## config.mk

```make
export PLATFORM = sky130hd
export DESIGN_NAME = patid_throttle
export DESIGN_NICKNAME = d
export VERILOG_FILES = /design/src/rtl/tagger_pkg.sv /design/src/rtl/patid_credit_cnt.sv /design/src/rtl/patid_throttle.sv
export SDC_FILE = /design/constraint.sdc
export NUM_CORES = 1
export LEC_CHECK = 0
export BUFFER_PORTS_ARGS = -buffer_cell sky130_fd_sc_hd__buf_2
export CORE_AREA = 2 2 214 216
export CTS_BUF_LIST = sky130_fd_sc_hd__clkbuf_4
export DETAILED_ROUTE_END_ITERATION = 10
export DIE_AREA = 0 0 216 218
export HOLD_SLACK_MARGIN = 0.05
export PLACE_DENSITY = 0.57
export SYNTH_ARGS = -nofsm -noshare
export SYNTH_HDL_FRONTEND = slang
export SYNTH_SLANG_ARGS = --single-unit
```

## constraint.sdc

```tcl
create_clock -name clk_i -period 13.45 [get_ports clk_i]
set_input_delay 2.69 -clock clk_i [delete_from_list [all_inputs] [get_ports clk_i]]
set_output_delay 2.69 -clock clk_i [all_outputs]
set_load 0.01 [all_outputs]
```

## src/rtl/tagger_pkg.sv

```systemverilog
// Shared types for PatID tagging and throttling: counter widths and default AXI structs.
package tagger_pkg;

  localparam int CREDIT_W = 8;
  localparam int PERIOD_W = 16;

  typedef logic [CREDIT_W-1:0] credit_t;
  typedef logic [PERIOD_W-1:0] period_t;

  typedef struct packed {
    logic [3:0]  id;
    logic [31:0] addr;
    logic [7:0]  len;
    logic [7:0]  user;
  } axi_ax_t;

  typedef struct packed {
    logic [31:0] data;
    logic [3:0]  strb;
    logic        last;
  } axi_w_t;

  typedef struct packed {
    logic [3:0] id;
    logic [1:0] resp;
  } axi_b_t;

  typedef struct packed {
    logic [3:0]  id;
    logic [31:0] data;
    logic [1:0]  resp;
    logic        last;
  } axi_r_t;

  typedef struct packed {
    axi_ax_t aw;
    logic    aw_valid;
    axi_w_t  w;
    logic    w_valid;
    logic    b_ready;
    axi_ax_t ar;
    logic    ar_valid;
    logic    r_ready;
  } axi_req_dflt_t;

  typedef struct packed {
    logic   aw_ready;
    logic   ar_ready;
    logic   w_ready;
    logic   b_valid;
    axi_b_t b;
    logic   r_valid;
    axi_r_t r;
  } axi_rsp_dflt_t;

endpackage

```

## src/rtl/patid_credit_cnt.sv

```systemverilog
// One partition's credit counter: period reload wins over a saturating 0..2 decrement.
module patid_credit_cnt
  import tagger_pkg::*;
#(
  parameter int WIDTH = $bits(credit_t)
) (
  input  logic             clk_i,
  input  logic             rst_i,
  input  logic             load,
  input  logic [WIDTH-1:0] budget,
  input  logic [1:0]       dec,
  output logic [WIDTH-1:0] credit
);

  always_ff @(posedge clk_i) begin
    if (rst_i) begin
      credit <= '0;
    end else if (load) begin
      credit <= budget;
    end else if (32'(dec) >= 32'(credit)) begin
      credit <= '0;
    end else begin
      credit <= credit - WIDTH'(dec);
    end
  end

endmodule

```

## src/rtl/patid_throttle.sv

```systemverilog
// Per-partition AXI AR/AW bandwidth regulator: gates valids on PatID credit, never on ready.
module patid_throttle
  import tagger_pkg::*;
#(
  parameter int  MAXPARTITION    = 16,
  parameter int  AXI_USER_ID_MSB = 7,
  parameter int  AXI_USER_ID_LSB = 0,
  parameter int  CREDIT_WIDTH    = $bits(credit_t),
  parameter int  PERIOD_WIDTH    = $bits(period_t),
  parameter type axi_req_t       = axi_req_dflt_t,
  parameter type axi_rsp_t       = axi_rsp_dflt_t
) (
  input  logic                                     clk_i,
  input  logic                                     rst_i,
  input  axi_req_t                                 slv_req_i,
  output axi_rsp_t                                 slv_rsp_o,
  output axi_req_t                                 mst_req_o,
  input  axi_rsp_t                                 mst_rsp_i,
  input  logic [PERIOD_WIDTH-1:0]                  cfg_period_i,
  input  logic [MAXPARTITION-1:0][CREDIT_WIDTH-1:0] cfg_budget_i,
  output logic [MAXPARTITION-1:0]                  throttled_o
);

  localparam int ID_W = AXI_USER_ID_MSB - AXI_USER_ID_LSB + 1;

  logic [ID_W-1:0]                         ar_p, aw_p;
  logic [PERIOD_WIDTH-1:0]                 period_cnt;
  logic [MAXPARTITION-1:0][CREDIT_WIDTH-1:0] credit;
  logic [MAXPARTITION-1:0][1:0]            dec;
  logic throttle_on, credit_load;
  logic ar_hold, aw_hold;
  logic ar_reg, aw_reg, ar_cred_nz, aw_cred_nz, ar_cred_one;
  logic tie, ar_fwd, aw_fwd;
  logic mst_ar_valid, mst_aw_valid, ar_dec, aw_dec;

  assign ar_p        = slv_req_i.ar.user[AXI_USER_ID_MSB:AXI_USER_ID_LSB];
  assign aw_p        = slv_req_i.aw.user[AXI_USER_ID_MSB:AXI_USER_ID_LSB];
  assign throttle_on = cfg_period_i != '0;
  assign credit_load = period_cnt == '0;

  // Out-of-range PatIDs match no partition and so stay unregulated.
  always_comb begin
    ar_reg      = 1'b0;
    aw_reg      = 1'b0;
    ar_cred_nz  = 1'b0;
    aw_cred_nz  = 1'b0;
    ar_cred_one = 1'b0;
    for (int p = 0; p < MAXPARTITION; p++) begin
      if (32'(ar_p) == 32'(p)) begin
        ar_reg      = throttle_on && (cfg_budget_i[p] != '0);
        ar_cred_nz  = credit[p] != '0;
        ar_cred_one = credit[p] == CREDIT_WIDTH'(1);
      end
      if (32'(aw_p) == 32'(p)) begin
        aw_reg     = throttle_on && (cfg_budget_i[p] != '0);
        aw_cred_nz = credit[p] != '0;
      end
    end
  end

  // Last credit contended by fresh AR and AW on one partition goes to AR.
  assign tie = slv_req_i.ar_valid && slv_req_i.aw_valid && (ar_p == aw_p) && ar_reg
               && !ar_hold && !aw_hold && ar_cred_one;

  assign ar_fwd       = !ar_reg || ar_cred_nz || ar_hold;
  assign aw_fwd       = (!aw_reg || aw_cred_nz || aw_hold) && !tie;
  assign mst_ar_valid = slv_req_i.ar_valid && ar_fwd && !rst_i;
  assign mst_aw_valid = slv_req_i.aw_valid && aw_fwd && !rst_i;
  assign ar_dec       = mst_ar_valid && mst_rsp_i.ar_ready && ar_reg;
  assign aw_dec       = mst_aw_valid && mst_rsp_i.aw_ready && aw_reg;

  always_comb begin
    mst_req_o          = slv_req_i;
    mst_req_o.ar_valid = mst_ar_valid;
    mst_req_o.aw_valid = mst_aw_valid;
    slv_rsp_o          = mst_rsp_i;
    slv_rsp_o.ar_ready = mst_rsp_i.ar_ready && ar_fwd && !rst_i;
    slv_rsp_o.aw_ready = mst_rsp_i.aw_ready && aw_fwd && !rst_i;
  end

  always_comb begin
    for (int p = 0; p < MAXPARTITION; p++) begin
      dec[p] = {1'b0, ar_dec && (32'(ar_p) == 32'(p))}
             + {1'b0, aw_dec && (32'(aw_p) == 32'(p))};
    end
  end

  // A downstream valid without ready pins the transfer open until its handshake.
  always_ff @(posedge clk_i) begin
    if (rst_i) begin
      ar_hold <= 1'b0;
      aw_hold <= 1'b0;
    end else begin
      if (mst_ar_valid) ar_hold <= !mst_rsp_i.ar_ready;
      if (mst_aw_valid) aw_hold <= !mst_rsp_i.aw_ready;
    end
  end

  always_ff @(posedge clk_i) begin
    if (rst_i) begin
      period_cnt <= '0;
    end else if (!throttle_on || (period_cnt >= cfg_period_i - PERIOD_WIDTH'(1))) begin
      period_cnt <= '0;
    end else begin
      period_cnt <= period_cnt + PERIOD_WIDTH'(1);
    end
  end

  for (genvar g = 0; g < MAXPARTITION; g++) begin : g_part
    patid_credit_cnt #(.WIDTH(CREDIT_WIDTH)) u_credit (
      .clk_i  (clk_i),
      .rst_i  (rst_i),
      .load   (credit_load),
      .budget (cfg_budget_i[g]),
      .dec    (dec[g]),
      .credit (credit[g])
    );
    assign throttled_o[g] = !rst_i && throttle_on && (cfg_budget_i[g] != '0) && (credit[g] == '0);
  end

endmodule

```

After elaboration in Yosys (flattened, before gate mapping)

Index checks and enable logic that the tools add are counted.

Add/sub/neg operators: 34
Order comparisons: 17
Equality and inequality tests: 47
Mux-type cells: 112
Reduce and logical (&&, ||, !) cells: 167

Operators by type and width:

| cell                    | number |
|---|---|
| $mux W8                 | 32 |
| $reduce_bool A8 Y1      | 32 |
| $eq A8 B1 Y1 const B    | 18 |
| $logic_not A8 Y1        | 18 |
| $eq A8 B4 Y1 const B    | 16 |
| $ge A2 B8 Y1            | 16 |
| $sub A8 B2 Y8           | 16 |
| $logic_and A1 B1 Y1     | 100 |
| $mux W1                 | 80 |
| $eq A8 B3 Y1 const B    | 8 |
| $add A1 B1 Y2           | 16 |
| $eq A8 B2 Y1 const B    | 4 |
| $add A16 B1 Y16 const B | 1 |
| $ge A16 B16 Y1          | 1 |
| $logic_not A16 Y1       | 1 |
| $reduce_bool A16 Y1     | 1 |
| $sub A16 B1 Y16 const B | 1 |
| $logic_not A1 Y1        | 9 |
| $eq A8 B8 Y1            | 1 |
| $logic_or A1 B1 Y1      | 5 |
| $reduce_or A2 Y1        | 1 |

Bits in registers: 146
Input bits: 342
Output and inout port bits: 212
Word-level logic and storage cells: 396

Longest topological paths before layout

Gate-level depths: netlist (run 1).

Depth after elaboration: 33
Mapped depth: 22
Depth with buffers taken out: 19

Hierarchy

Synthesis (run 1) repeated with hierarchy kept, for this count alone.

Cell total of the unflattened synthesis: 1637
Area, all modules: 13370.3 um2

Modules (own cells, without submodules):

| module           | times used | cells each | area an instance (um2) | sequential area each (um2) |
|---|---|---|---|---|
| patid_credit_cnt | 16         | 55         | 496.7                  | 160.2 |
| patid_throttle   | 1          | 757        | 5422.7                 | 360.3 |

Least setup slack after synthesis (run 1)

OpenSTA, ideal clock, no wires.

Kind: input to output
Start point: input cfg_period_i[0]
End point: output mst_req_o[93] in the netlist's numbering
Arrival time: 5035 ps
Data required time: 10760 ps
Slack: 5725 ps
Stages on the path: 12
Buffers on the path: 2
Path through: inv_1 -> ha_1 -> nor4b_1 -> nand4_2 -> nand2_1 -> a2111oi_2 -> a2111oi_1 -> o21a_1 -> or4_1 -> buf_2 -> and4bb_1 -> buf_4

Longest elaborated chain between the ends: 26
Elaborated cells on any way between the ends: 60
Those cells by class: mux: 32; reduce/logical: 28

RTL lines:

| what                                 | RTL line                                   | RTL |
|---|---|---|
| from (decl)                          | patid_throttle.sv:19                       | `input logic [PERIOD_WIDTH-1:0] cfg_period_i,` |
| $reduce_bool A16 Y1 (*)              | patid_throttle.sv:38                       | `assign throttle_on = cfg_period_i != '0;` |
| $logic_and A1 B1 Y1                  | patid_throttle.sv:50, patid_throttle.sv:55 |  |
| $mux W1 (16 in a row)                | patid_throttle.sv:49                       | `if (32'(ar_p) == 32'(p)) begin` |
| $logic_and A1 B1 Y1                  | patid_throttle.sv:62                       | `assign tie = slv_req_i.ar_valid && slv_req_i.aw_valid && (ar_p == aw_p) && ar_reg` |
| $logic_and A1 B1 Y1 (3 in a row)     | patid_throttle.sv:63                       | `&& !ar_hold && !aw_hold && ar_cred_one;` |
| $logic_not A1 Y1                     | patid_throttle.sv:66                       | `assign aw_fwd = (!aw_reg \|\| aw_cred_nz \|\| aw_hold) && !tie;` |
| $logic_and A1 B1 Y1 (*)              | patid_throttle.sv:66                       |  |
| $logic_and A1 B1 Y1 (*) (2 in a row) | patid_throttle.sv:68                       | `assign mst_aw_valid = slv_req_i.aw_valid && aw_fwd && !rst_i;` |
| to (decl)                            | patid_throttle.sv:17                       | `output axi_req_t mst_req_o,` |

Mark *: on every way between the ends. The rest lies on a longest branch, timed or not.

==> results.cfg, run 1 <==
[logic_synthesis]
synth_seq_cells = 146
synth_edf_count = 0
synth_top_flop_cell = dfxtp_1
synth_compound_area_share_pct = 15.12
synth_seq_area_share_pct = 23.39
yosysWarningCount = 0
synth_fp_nets = 2020
async_reset_ff_share_pct = 0
ys_types = 79
synth-simple-area-share_pct = 26.93
synth_top_family_by_area = simple AND/OR/NAND/NOR gates
synth.avg_cell_area_um2 = 7.834
synth_xor_area_share_pct = 9.182
synth_cells = 1595
synthAdderAreaFrac_pct = 9.272
muxShareOfSynthArea_pct = 0.2503
syn_area_um2 = 12500

[critical_path]
start_kind = input pin
r2r_slack_ps = 7990
cp.required_ps = 10760
critPathSlowestCell = nand4_2
critPathBufInv = 2
critPathTopFamily = simple AND/OR/NAND/NOR gates
worstSetupPathType = in2out
path_cells = buf_2 > nor3_1 > nand4_2 > a211oi_1 > nor4_1 > nor3_1 > o21a_1 > or4_1 > and4bb_1 > buf_2
critPathMaxStageDelay_ps = 700
path_max_fanout = 19
end_kind = output port
critPathArrivalTime_ps = 6760

[power]
ir_drop_mv = 0.05049
swShare_pct = 39.19
p_comb_share_pct = 33.0
power_frac_seq_pct = 42.7
p_leak_nw = 5.348
p_switching_w = 0.0004770
power_density_nw_per_um2 = 94.49
p_int_w = 0.0007403
power_frac_clock_pct = 24.3

[place]
portBuffers = 201
routabilityCongestion = 0.8911
dp_cells = 2150
place_hpwl_um = 37970

[routing]
drtAntennaViolNets = 0
drt_iter0_drc = 849
wl_um = 47350
routedWlPerCell_um = 21.67
wl_met1_um = 19000
highest_layer = met5
via_count = 11580
dr_wl_met3_um = 4268
drc_errors = 0
viasPerCell = 5.301
first_pass_iters = 7
route.met2.wl_um = 21930

[timing]
fmax_mhz = 105.9
tns_ps = 0
rsz0062_at_grt = no
fin_skew_ps = 35.43
period_share_pct = 70.22
hold_viol = 0
maxSlewViolCount = 0
tightest_slew_ps = 1111
setup_viol = 0
layout_min_cycle_time_ps = 9445
slew_headroom_pct = 25.45

[global_route]
antenna_found_initial = 6
grt-ovfl-total = 0
grt_first_pass_wirelength_um = 69700
grt_max_degree = 85
grt_pass1_vias = 11150
track_usage_pct = 19.56

[finish]
layout_common_cells = nor2_1 (251), buf_2 (200), dfxtp_1 (146)
nets = 1994
fin_cells = 2185
drive_gt1_share_pct = 17.08
syn_to_final_growth_pct = 3.094
final_common_cell = nor2_1

[min_path]
hold_path_class = reg2reg

[clock_tree]
cts_buffers = 17
ctsHoldBuffers = 0
cts_tree = done
clock_path_buffers = 2
clk_latency_ps = 660
htree_levels = 4
cts.sinks = 146
cts_resized = 0
postCtsSetupBuffers = 0
clkTransAtPathRegs_ps = 130
cts_root_buf = clkbuf_4

[floorplanning]
ioPinCount = 554
coreArea_um2 = 44890
num_rows = 78
die-area_um2 = 47090
die_h_um = 218
die_w_um = 216
initial_core_util_pct = 27.83

[status]
outcome = finished clean

[flow_run]
drv_cap = 0
[worst paths after layout]
check                                       endpoint                                startpoint  cells past startpoint
max                                    mst_req_o[93]                           cfg_period_i[3]                     10
min                         period_cnt[0]$_SDFF_PP0_                  period_cnt[0]$_SDFF_PP0_                      1
max reg2reg  g_part[0].u_credit.credit[7]$_SDFF_PP0_  g_part[14].u_credit.credit[3]$_SDFF_PP0_                     17
min reg2reg                 period_cnt[0]$_SDFF_PP0_                  period_cnt[0]$_SDFF_PP0_                      1
[area by class of cell]
type                       count  area (µm²)
inverter                      71       266.5
antenna                        4       10.01
sequential                   146        2923
clock buffer                  19       142.6
timing repair buffer         208        1061
tap                          600       750.7
multi-input combinational   1125        7594
clock inverter                12       135.1
fill                        5006       32010
[power groups by stage]
stage | Combinational (W) | Clock (W) | Sequential, W
after floorplan | 0.000326 | 0 | 0.000519
after global placement | 0.000396 | 0 | 0.000528
after detailed placement | 0.000400 | 0 | 0.000529
after CTS | 0.000402 | 0.000310 | 0.000520
after global routing | 0.000446 | 0.000324 | 0.000527
final | 0.000402 | 0.000296 | 0.000520
[stage by stage]
stage                power, W  util, %  hold WS (ps)  setup WS [ps]  cell area (µm²)
floorplan           0.0008449        -         441.0           5725            12500
global placement    0.0009242    28.05         459.3           4208            12590
detailed placement  0.0009284    28.05         468.6           4108            12590
CTS                  0.001232    28.67         499.3           4053            12870
global route         0.001296    28.69         547.1           3722            12880
finish               0.001217    28.70         487.6           4005            12880
[worst reg2reg max path: stages (launching register included)]
cell and delay (ps):
dfxtp_1 380, nor4_1 680, nand4_1 280, a21oi_1 190
o32ai_1 120, o32ai_1 480, a21oi_1 150, nor2_1 830
nor4_1 240, ha_1 270, inv_1 90, ha_1 240
nor2b_1 140, or4_1 440, or4_1 450, xnor2_1 140
a22oi_1 160, nor2_1 60
[Yosys cell counts (all sizes together), types with 4 or more instances]
cell     count  share of area (%)
a31oi       12               0.60
a2111oi      5               0.41
clkbuf      37                1.1
inv         70                2.1
nand2      112                3.4
buf        216                 13
or4         19                1.2
a311oi       5               0.40
nor3        59                2.4
ha          67                6.7
o32ai        4               0.28
nor4        66                3.8
a21oi       36                1.4
nand4       17               0.90
nand3       44                1.8
nand2b       6               0.30
a21o         4               0.24
and2         5               0.25
a211oi      19                1.2
dfxtp      146                 23
xnor2       75                5.3
nor4b       19                2.5
o21ai       17               0.71
nor2       251                7.5
and3        15               0.75
nor2b        8               0.40
xor2        56                3.9
nor3b        5               0.30
o211ai       4               0.24
fa          16                2.6
or3          6               0.34
a22oi      128                7.7
[sequential cells by signal, summed over array words and instances (netlist names)]
register / flops
period_cnt: 16
g_part.u_credit.credit: 128
aw_hold: 1
ar_hold: 1
[per-layer routing]
layer,up-vias,track usage [%]
li1,5431,-
met1,5478,22.99
met2,550,31.91
met3,120,6.820
met4,4,9.201
met5,-,0
[cells by family after synthesis]
logic type | Yosys count
buffers and inverters | 324
AOI/OAI and AO/OA | 263
xor gates and xnor gates | 131
adders and majority gates | 83
and+or+nand+nor | 645
DFF | 146
muxes | 3
Note: power is estimated with default switching activity, not from simulation.
==> run 2, diff against run 1 <==
Settings changed: CORE_AREA 2 2 214 216 to 2 2 215 217, DIE_AREA 0 0 216 218 to 0 0 217 219, PLACE_DENSITY 0.57 to 0.58.
Clock period 13.45 ns to 7.75 ns, I/O delays scaled along.
==> results.cfg, run 2 (synthesis results as in run 1) <==
[critical_path]
startpoint = cfg_period_i[0]
critPathMaxStageDelay_ps = 910
end_kind = output port
cp.required_ps = 6200
worstSetupPathType = in2out
rr_endpoint = g_part[0].u_credit.credit[7]$_SDFF_PP0_
r2r_slack_ps = 2430
critPathSlowestCell = a2111oi_0
r2r_start = g_part[6].u_credit.credit[3]$_SDFF_PP0_
ff2ff_path_depth = 17
start_kind = input pin
endpoint = mst_req_o[93]
path_max_fanout = 18
critPathArrivalTime_ps = 5070
path_cells = buf_2 > inv_1 > ha_1 > nor4b_1 > nand4_2 > buf_4 > nand2_1 > a2111oi_0 > a31oi_1 > o21ai_1 > o211a_1 > buf_4 > and4bb_1 > buf_2

[place]
place_hpwl_um = 37500
routabilityCongestion = 1.028
portBuffers = 201

[timing]
rsz0062_at_grt = no
tightest_slew_ps = 1143
tns_ps = 0
fin_skew_ps = 19.41
setup_viol = 0
hold_viol = 0
layout_min_cycle_time_ps = 6620
worst_hold_slack_ps = 502.7
slew_headroom_pct = 23.32
maxSlewViolCount = 0
period_share_pct = 85.41
fmax_mhz = 151.1

[routing]
via_count = 11680
first_pass_iters = 11
drt_iter0_drc = 1046
highest_layer = met5
drc_errors = 2
wl_met1_um = 18760
routedWlPerCell_um = 21.55
drtAntennaViolNets = 0
viasPerCell = 5.315
wl_um = 47340
dr_wl_met3_um = 4174
route.met2.wl_um = 22000

[power]
p_int_w = 0.001416
power_frac_seq_pct = 39.8
p_leak_nw = 5.447
power_frac_clock_pct = 29.1
power_density_nw_per_um2 = 173.7
ir_drop_mv = 0.1042
swShare_pct = 37.56
p_comb_share_pct = 31.2
total_power_w = 0.002268
p_switching_w = 0.0008520

[status]
violations = DRC
outcome = complete, but fails checks

[finish]
top_regs = g_part.u_credit.credit (128), period_cnt (16)
final_common_cell = nor2_1
largest_reg_flops = 128
drive_gt1_share_pct = 17.60
layout_common_cells = nor2_1 (251), buf_2 (200), dfxtp_1 (146)
nets = 2003
top_register = g_part.u_credit.credit
syn_to_final_growth_pct = 4.506

[floorplanning]
ioPinCount = 554
die_h_um = 219
coreArea_um2 = 45090
die-area_um2 = 47520
initial_core_util_pct = 27.71
die_w_um = 217
num_rows = 78

[clock_tree]
clkTransAtPathRegs_ps = 140
htree_levels = 4
cts_resized = 0
cts_tree = done
cts_buffers = 17
clk_latency_ps = 630
postCtsSetupBuffers = 0
clock_path_buffers = 2
cts.sinks = 146
ctsHoldBuffers = 0
cts_root_buf = clkbuf_4

[min_path]
hold_path_class = reg2reg

[flow_run]
drv_cap = 0

[global_route]
track_usage_pct = 19.57
antenna_found_initial = 6
grt_pass1_vias = 11470
grt-ovfl-total = 0
grt_max_degree = 86
grt_first_pass_wirelength_um = 70290
run 2: stage by stage:
stage                     setup WS [ps]  area [µm²]  std cells  util (%)
final                              1130       13060       2197     28.96
after global routing               1094       13050       2194     28.95
after CTS                          1238       13040       2191     28.93
after detailed placement           1115       12660       2159     28.08
after global placement             1026       12660       2159     28.08
after floorplan                    2030       12500       1595         -
run 2: cell type report:
class	instances	area, µm²
clock buffer	17	127.6
multi-input combinational	1125	7594
antenna	6	15.01
sequential	146	2923
timing repair buffer	217	1129
clock inverter	15	254.0
inverter	71	266.5
tap	600	750.7
fill	4888	32030
run 2: metal layers:
| metal | up-vias | track usage, % |
|---|---|---|
| li1 | 5445 | - |
| met1 | 5483 | 22.98 |
| met2 | 580 | 32.15 |
| met3 | 166 | 6.043 |
| met4 | 4 | 9.954 |
| met5 | - | 0 |
run 2: worst min path at each step:
stage | startpoint | end | cells after the start
2_1_floorplan | period_cnt[0]$_SDFF_PP0_ | period_cnt[0]$_SDFF_PP0_ | 1
3_3_place_gp | period_cnt[0]$_SDFF_PP0_ | period_cnt[0]$_SDFF_PP0_ | 1
3_5_place_dp | period_cnt[0]$_SDFF_PP0_ | period_cnt[0]$_SDFF_PP0_ | 1
4_1_cts | period_cnt[0]$_SDFF_PP0_ | period_cnt[0]$_SDFF_PP0_ | 1
5_1_grt | period_cnt[0]$_SDFF_PP0_ | period_cnt[0]$_SDFF_PP0_ | 1
6_report | period_cnt[0]$_SDFF_PP0_ | period_cnt[0]$_SDFF_PP0_ | 1
run 2: critical path: cells and delay by family:
kind | cells | cell delay, ps
fa+ha+maj | 1 | 260
simple gates | 4 | 730
buf+inv | 5 | 960
compound gates | 4 | 1540
run 2: power by group through the flow:
| stage | registers (W) | logic, W | clock network (W) |
|---|---|---|---|
| floorplan | 0.000900 | 0.000567 | 0 |
| finish | 0.000902 | 0.000707 | 0.000660 |
| CTS | 0.000901 | 0.000703 | 0.000689 |
| global route | 0.000915 | 0.000781 | 0.000719 |
| global placement | 0.000916 | 0.000692 | 0 |
| detailed placement | 0.000917 | 0.000698 | 0 |
